$ cat src/rtl/osc_bank_meter_pkg.sv
// Shared types and helpers for the oscillator bank frequency meter.
package osc_bank_meter_pkg;

  typedef enum logic [1:0] {
    ST_IDLE    = 2'd0,
    ST_SETTLE  = 2'd1,
    ST_MEASURE = 2'd2,
    ST_DONE    = 2'd3
  } state_t;

  // The synchronizer needs at least three cycles to flush stale history.
  localparam int MIN_SETTLE_CYC = 3;

  function automatic int max_int(input int a, input int b);
    return (a > b) ? a : b;
  endfunction

endpackage

$ cat src/rtl/osc_sync_edge.sv
// Two-flop synchronizer on the muxed oscillator plus a rising-edge detector.
module osc_sync_edge (
  input  logic clk,
  input  logic rst_n,
  input  logic sig,
  output logic rise
);

  logic [2:0] sync_q;

  // NOTE: sequential state uses non-blocking assignments so every flop samples pre-edge values.
  always_ff @(posedge clk or negedge rst_n) begin
    if (!rst_n) sync_q <= '0;
    else        sync_q <= {sync_q[1:0], sig};
  end

  assign rise = sync_q[1] & ~sync_q[2];

endmodule

$ cat src/rtl/osc_bank_meter.sv
// Ring-oscillator bank controller: drives macro enables, forwards the selected
// oscillator to a probe pin and counts its edges over a programmable window.
module osc_bank_meter
  import osc_bank_meter_pkg::*;
#(
  parameter int N_CH       = 4,
  parameter int CH_W       = 2,
  parameter int GATE_W     = 16,
  parameter int CNT_W      = 16,
  parameter int SETTLE_CYC = 16
) (
  input  logic              wb_clk_i,
  input  logic              rst_n,
  input  logic [N_CH-1:0]   osc_sig_i,
  input  logic [N_CH-1:0]   ch_en_i,
  input  logic [CH_W-1:0]   sel_i,
  input  logic [GATE_W-1:0] gate_len_i,
  input  logic              cont_i,
  input  logic              start_i,
  input  logic              stop_i,
  output logic [N_CH-1:0]   osc_en_o,
  (* clkbuf_inhibit *)
  output logic              osc_out_o,
  output logic              busy_o,
  output logic              done_o,
  output logic [CNT_W-1:0]  count_o,
  output logic              ovf_o,
  output logic              err_o
);

  localparam int TMR_W = max_int(GATE_W, $clog2(SETTLE_CYC + 1));

  if (SETTLE_CYC < MIN_SETTLE_CYC) begin : g_settle_chk
    $error("osc_bank_meter: SETTLE_CYC must be >= 3");
  end

  state_t            state, state_nx;
  logic [CH_W-1:0]   sel_q;
  logic [GATE_W-1:0] gate_q;
  logic              cont_q;
  logic [TMR_W-1:0]  tmr;
  logic [CNT_W-1:0]  edge_cnt;
  logic [N_CH-1:0]   force_en;
  logic              mux_out;
  logic              rise;
  logic              req_ok;
  logic              rearm_ok;

  assign req_ok   = (int'(sel_i) < N_CH) && (gate_len_i != '0);
  assign rearm_ok = (gate_len_i != '0);
  assign busy_o   = (state == ST_SETTLE) || (state == ST_MEASURE) ||
                    ((state == ST_DONE) && cont_q);

  always_comb begin
    force_en = '0;
    mux_out  = 1'b0;
    for (int i = 0; i < N_CH; i++) begin
      force_en[i] = busy_o && (int'(sel_q) == i);
      if (int'(sel_q) == i) mux_out = osc_sig_i[i] & osc_en_o[i];
    end
  end

  assign osc_out_o = mux_out;

  // Enables reset asynchronously so the macros stop the moment rst_n drops.
  always_ff @(posedge wb_clk_i or negedge rst_n) begin
    if (!rst_n) osc_en_o <= '0;
    else        osc_en_o <= ch_en_i | force_en;
  end

  osc_sync_edge u_sync (
    .clk   (wb_clk_i),
    .rst_n (rst_n),
    .sig   (mux_out),
    .rise  (rise)
  );

  always_ff @(posedge wb_clk_i or negedge rst_n) begin
    if (!rst_n) state <= ST_IDLE;
    else        state <= state_nx;
  end

  // NOTE: combinational outputs get a default first so no path can infer a latch.
  always_comb begin
    state_nx = state;
    case (state)
      ST_IDLE:    if (start_i && req_ok) state_nx = ST_SETTLE;
      ST_SETTLE:  if (tmr == '0) state_nx = ST_MEASURE;
      ST_MEASURE: if (tmr == '0) state_nx = ST_DONE;
      ST_DONE:    state_nx = (cont_q && rearm_ok) ? ST_MEASURE : ST_IDLE;
      default:    state_nx = ST_IDLE;
    endcase
    if (stop_i) state_nx = ST_IDLE;
  end

  always_ff @(posedge wb_clk_i or negedge rst_n) begin
    if (!rst_n) begin
      sel_q    <= '0;
      gate_q   <= '0;
      cont_q   <= 1'b0;
      tmr      <= '0;
      edge_cnt <= '0;
      done_o   <= 1'b0;
      count_o  <= '0;
      ovf_o    <= 1'b0;
      err_o    <= 1'b0;
    end else begin
      done_o <= 1'b0;
      if (!stop_i) begin
        case (state)
          ST_IDLE: begin
            if (start_i && req_ok) begin
              sel_q  <= sel_i;
              gate_q <= gate_len_i;
              cont_q <= cont_i;
              err_o  <= 1'b0;
              tmr    <= TMR_W'(SETTLE_CYC - 1);
            end else if (start_i) begin
              err_o   <= 1'b1;
              done_o  <= 1'b1;
              count_o <= '0;
              ovf_o   <= 1'b0;
            end
          end
          ST_SETTLE: begin
            if (tmr == '0) begin
              tmr      <= TMR_W'(gate_q) - TMR_W'(1);
              edge_cnt <= '0;
            end else begin
              tmr <= tmr - TMR_W'(1);
            end
          end
          ST_MEASURE: begin
            tmr <= tmr - TMR_W'(1);
            if (rise && !(&edge_cnt)) edge_cnt <= edge_cnt + CNT_W'(1);
          end
          ST_DONE: begin
            count_o <= edge_cnt;
            ovf_o   <= &edge_cnt;
            done_o  <= 1'b1;
            if (cont_q) begin
              gate_q <= gate_len_i;
              if (rearm_ok) begin
                tmr      <= TMR_W'(gate_len_i) - TMR_W'(1);
                edge_cnt <= '0;
              end else begin
                err_o <= 1'b1;
              end
            end
          end
          default: ;
        endcase
      end
    end
  end

endmodule

$ cat config.mk
export PLATFORM = sky130hd
export DESIGN_NAME = osc_bank_meter
export DESIGN_NICKNAME = d
export VERILOG_FILES = /design/src/rtl/osc_bank_meter_pkg.sv /design/src/rtl/osc_sync_edge.sv /design/src/rtl/osc_bank_meter.sv
export SDC_FILE = /design/constraint.sdc
export NUM_CORES = 1
export LEC_CHECK = 0
export ABC_AREA = 0
export BUFFER_PORTS_ARGS = -buffer_cell sky130_fd_sc_hd__buf_2
export CAP_MARGIN = 20
export CORE_MARGIN = 3
export CORE_UTILIZATION = 35
export CTS_CLUSTER_SIZE = 8
export DETAILED_ROUTE_END_ITERATION = 10
export GPL_TIMING_DRIVEN = 0
export PLACE_DENSITY = 0.58
export SLEW_MARGIN = 30
export SYNTH_ARGS = -nofsm -noshare
export SYNTH_HDL_FRONTEND = slang
export SYNTH_SLANG_ARGS = --single-unit
$ cat constraint.sdc
create_clock -name wb_clk_i -period 4 [get_ports wb_clk_i]
set_clock_uncertainty 0.2 [all_clocks]
set_input_delay 0.2 -clock wb_clk_i [delete_from_list [all_inputs] [get_ports wb_clk_i]]
set_output_delay 0.2 -clock wb_clk_i [all_outputs]
set_load 0.02 [all_outputs]
==> flow_summary.toml <==
[global_routing]
grt_overflow = 0
antenna_found_initial = 0
grt_pass1_vias = 4137
grt_max_degree = 52
grt_util_all_layers_pct = 18.2
grt_pass1_wl_mm = 21.2

[yosys]
synth_top_family_by_area = "simple AND/OR/NAND/NOR gates"
synth_edf_count = 0
synth-async-reset-ratio_pct = 100
synth_cell_types = 62
synthXorXnorAreaFrac_pct = 5.04
synthCells = 517
yosys_most_used_dff = "dfrtp_1"
synth_compound_area_share_pct = 17.2
yosysWarnings = 0
syn-mean-instance-area_um2 = 9.07
synth_area_um2 = 4690
synth_nets = 558
synth_adder_area_share_pct = 2.67
synth_seq_cells = 79
synth-simple-area-share_pct = 23.4
muxShareOfSynthArea_pct = 5.60
synth-seq-area-share_pct = 42.1

[detailed_routing]
viasPerCell = 5.43
avgRoutedWirePerCell_um = 16.5
first_iter_violations = 203
routed_wl_mm = 12.9
drc = 0
ant_nets = 0
dr.pass1.iters = 4
num_vias = 4256

[sta]
setup-violations-final = 0
finalHoldViolations = 0
rsz0062_at_grt = "false"
drv_slew = 0
max_freq_mhz = 286
fin_crit_sh_pct = 87.4
final.setup.tns_ns = 0
worst_slack_ns = 0.503
tightest_slew_ns = 0.758
timing.hold.ws_ns = 0.0230
final.min_clock_period_ns = 3.50
max_slew_margin_pct = 48.9

[cts]
clockBufferDepth = 2
cts_htree_levels = 3
insertion_delay_ns = 0.35
cts_root_buf = "clkbuf_16"
path_clk_slew_ns = 0.06
cts_tree = "yes"
clkSinkCount = 79
cts_buffers = 9

[die]
core_area_um2 = 12900
die_h_um = 122
ios = 56
dieWidth_um = 122
dieArea_um2 = 14800
start_util_pct = 36.4
rows = 41

[setup_path]
reg2reg_slack_ns = 0.74
r2r-start = "tmr[7]"
critPathTopFamily = "buffers and inverters"
startpoint_type = "primary input"
cp-startpoint = "gate_len_i[7]"
cp_num_cells = 9
setup.worst_path.end = "gate_q[10]"
cp.buffers_inverters = 4
cp_slowest_cell = "nor4_1"
rr_endpoint = "tmr[10]"
crit_fanout = 10
reg2reg_depth = 9
worstPathCellList = "dlygate4sd3_1 -> buf_2 -> nor4_1 -> and4_1 -> clkbuf_1 -> o21ai_0 -> nand3_1 -> clkbuf_1 -> mux2_2"
cp_common_cell = "clkbuf_1"
path_class = "in2reg"
max_stage_delay_ns = 0.55
critical_path_arrival_ns = 3.53
required_ns = 4.04
worst_setup_path_end_kind = "flip-flop"

[placement]
hpwl_mm = 9.53
routabilityCongestion = 0.929
port_buffers = 54
pre_cts_ws_ns = 0.772

[hold_path]
whs_path_depth = 3
min_path_type = "in2reg"

[power]
ir_worst_vdd_v = 0.000365
power.leakage_nw = 2.48
powerDensity_nw_per_um2 = 603

[finish]
antennaDiodeCount = 0
final_core_util_pct = 44.8
area_delta_synth_final_pct = 23.1
drive_gt1_share_pct = 17.6
layout.nets = 648
fillers = 1269

[status]
status = "completed"

[job]
cap_violations = 0
[cell usage in the layout (no fill, tap or decap), types with 5 or more instances in the layout]
master and instances:
inv_1 21, nor4_1 11, o22ai_1 5, nand2b_1 12, o31ai_1 12, dlygate4sd3_1 24, clkbuf_1 20, clkbuf_16 9
or4_1 9, o21ai_0 37, a22o_1 5, mux2i_1 6, mux2_2 18, a21oi_1 16, nor3_1 15, nor3b_1 5
ha_1 10, nand4_1 13, xnor2_1 12, or3_1 10, nor2_1 39, xor2_1 15, buf_2 56, nand3_1 11
dfrtp_1 79, nand2_1 66
[final cells by class]
class / instances / area (µm²) / share of cell area (%)
repair buffers: 79 / 544 / 9.43
plain buffers: 25 / 105 / 1.82
clock inverters: 5 / 63.8 / 1.11
multi-input cells: 391 / 2530 / 43.9
inverters: 22 / 82.6 / 1.43
flip-flops and latches: 79 / 1980 / 34.2
clock buffers: 11 / 253 / 4.38
well taps: 172 / 215 / 3.73
[where the power goes]
group,internal [mW],leakage (nW),total (mW),switching [mW]
registers,1.04,0.997,1.28,0.236
logic,0.525,1.33,1.33,0.804
clock network,0.523,0.153,0.872,0.349
[sequential cells by signal, summed over array words and instances (netlist names)]
signal and cells:
ovf_o 1, edge_cnt 16, state 2, count_o 16, sel_q 2, err_o 1, cont_q 1, osc_en_o 4
u_sync.sync_q 3, tmr 16, done_o 1, gate_q 16
[synth_stat cells, drive strengths merged (3+ instances only)]
cell type,number,area share (%)
clkbuf,20,1.6
nor3,15,1.6
o31a,3,0.56
o221ai,4,0.75
a22o,6,1.1
nor3b,5,0.80
mux2,18,4.3
xnor2,12,2.2
o21ai,37,3.9
and4,4,0.75
a21o,4,0.64
or3,13,1.9
nand3,11,1.2
mux2i,6,1.3
nor2,39,3.1
nand4,13,1.7
inv,21,1.7
nand2b,12,1.6
or4,10,1.6
buf,5,0.64
a21oi,16,1.7
nand2,66,5.3
a211oi,4,0.64
xor2,15,2.8
ha,10,2.7
a31oi,3,0.40
o31ai,12,1.9
o22ai,5,0.67
dfrtp,79,42
nor4,14,2.1
o311ai,3,0.56
a31o,3,0.56
[worst register-to-register path: cells and delay by family (launching register included)]
| kind | cells | cell delay (ns) |
|---|---|---|
| flops | 1 | 0.45 |
| simple gates | 3 | 1.36 |
| compound gates | 3 | 0.52 |
| buf+inv | 3 | 0.64 |
[logic make-up (layout without fill, tap and decap cells)]
group / after synthesis / after routing
AND/OR/NAND/NOR: 211 / 211
AO/OA/AOI/OAI: 119 / 119
flip-flops: 79 / 79
buffers and inverters: 47 / 142
XOR/XNOR: 27 / 27
multiplexers: 24 / 24
adder cells (fa/ha/maj): 10 / 10
[per-stage QoR]
stage               power [mW]  cell area, µm²  cells
finish                    3.48            5770    784
global route              3.74            5770    784
CTS                       3.51            5770    784
detailed placement        2.60            5220    744
global placement          2.57            5180    743
floorplan                 2.17            4690    517
[routing by layer]
metal,global-route usage [%],wire length (µm),vias to the layer above
li1,-,-,2078
met1,24.6,6130,2050
met2,28.2,5890,105
met3,4.04,583,23
met4,7.63,304,0
met5,0,0,-
[worst min path at each step]
| stage | start | end | slack [ns] |
|---|---|---|---|
| final | osc_sig_i[1] | u_sync.sync_q[0] | 0.02 |
| after global routing | start_i | done_o | 0.04 |
| after CTS | osc_sig_i[1] | u_sync.sync_q[0] | 0.01 |
| after detailed placement | rst_n | tmr[1] | -0.1 |
| after global placement | u_sync.sync_q[0] | u_sync.sync_q[1] | 0.13 |
| after floorplan | rst_n | cont_q | -0.30 |
[repair_timing]
item                      in CTS  in global routing
hold endpoints to repair     102                  0
setup buffers                  0                  0
resized for setup              0                  0
hold buffers                  24                  0
No activity file was read; power rests on OpenSTA's default activity.
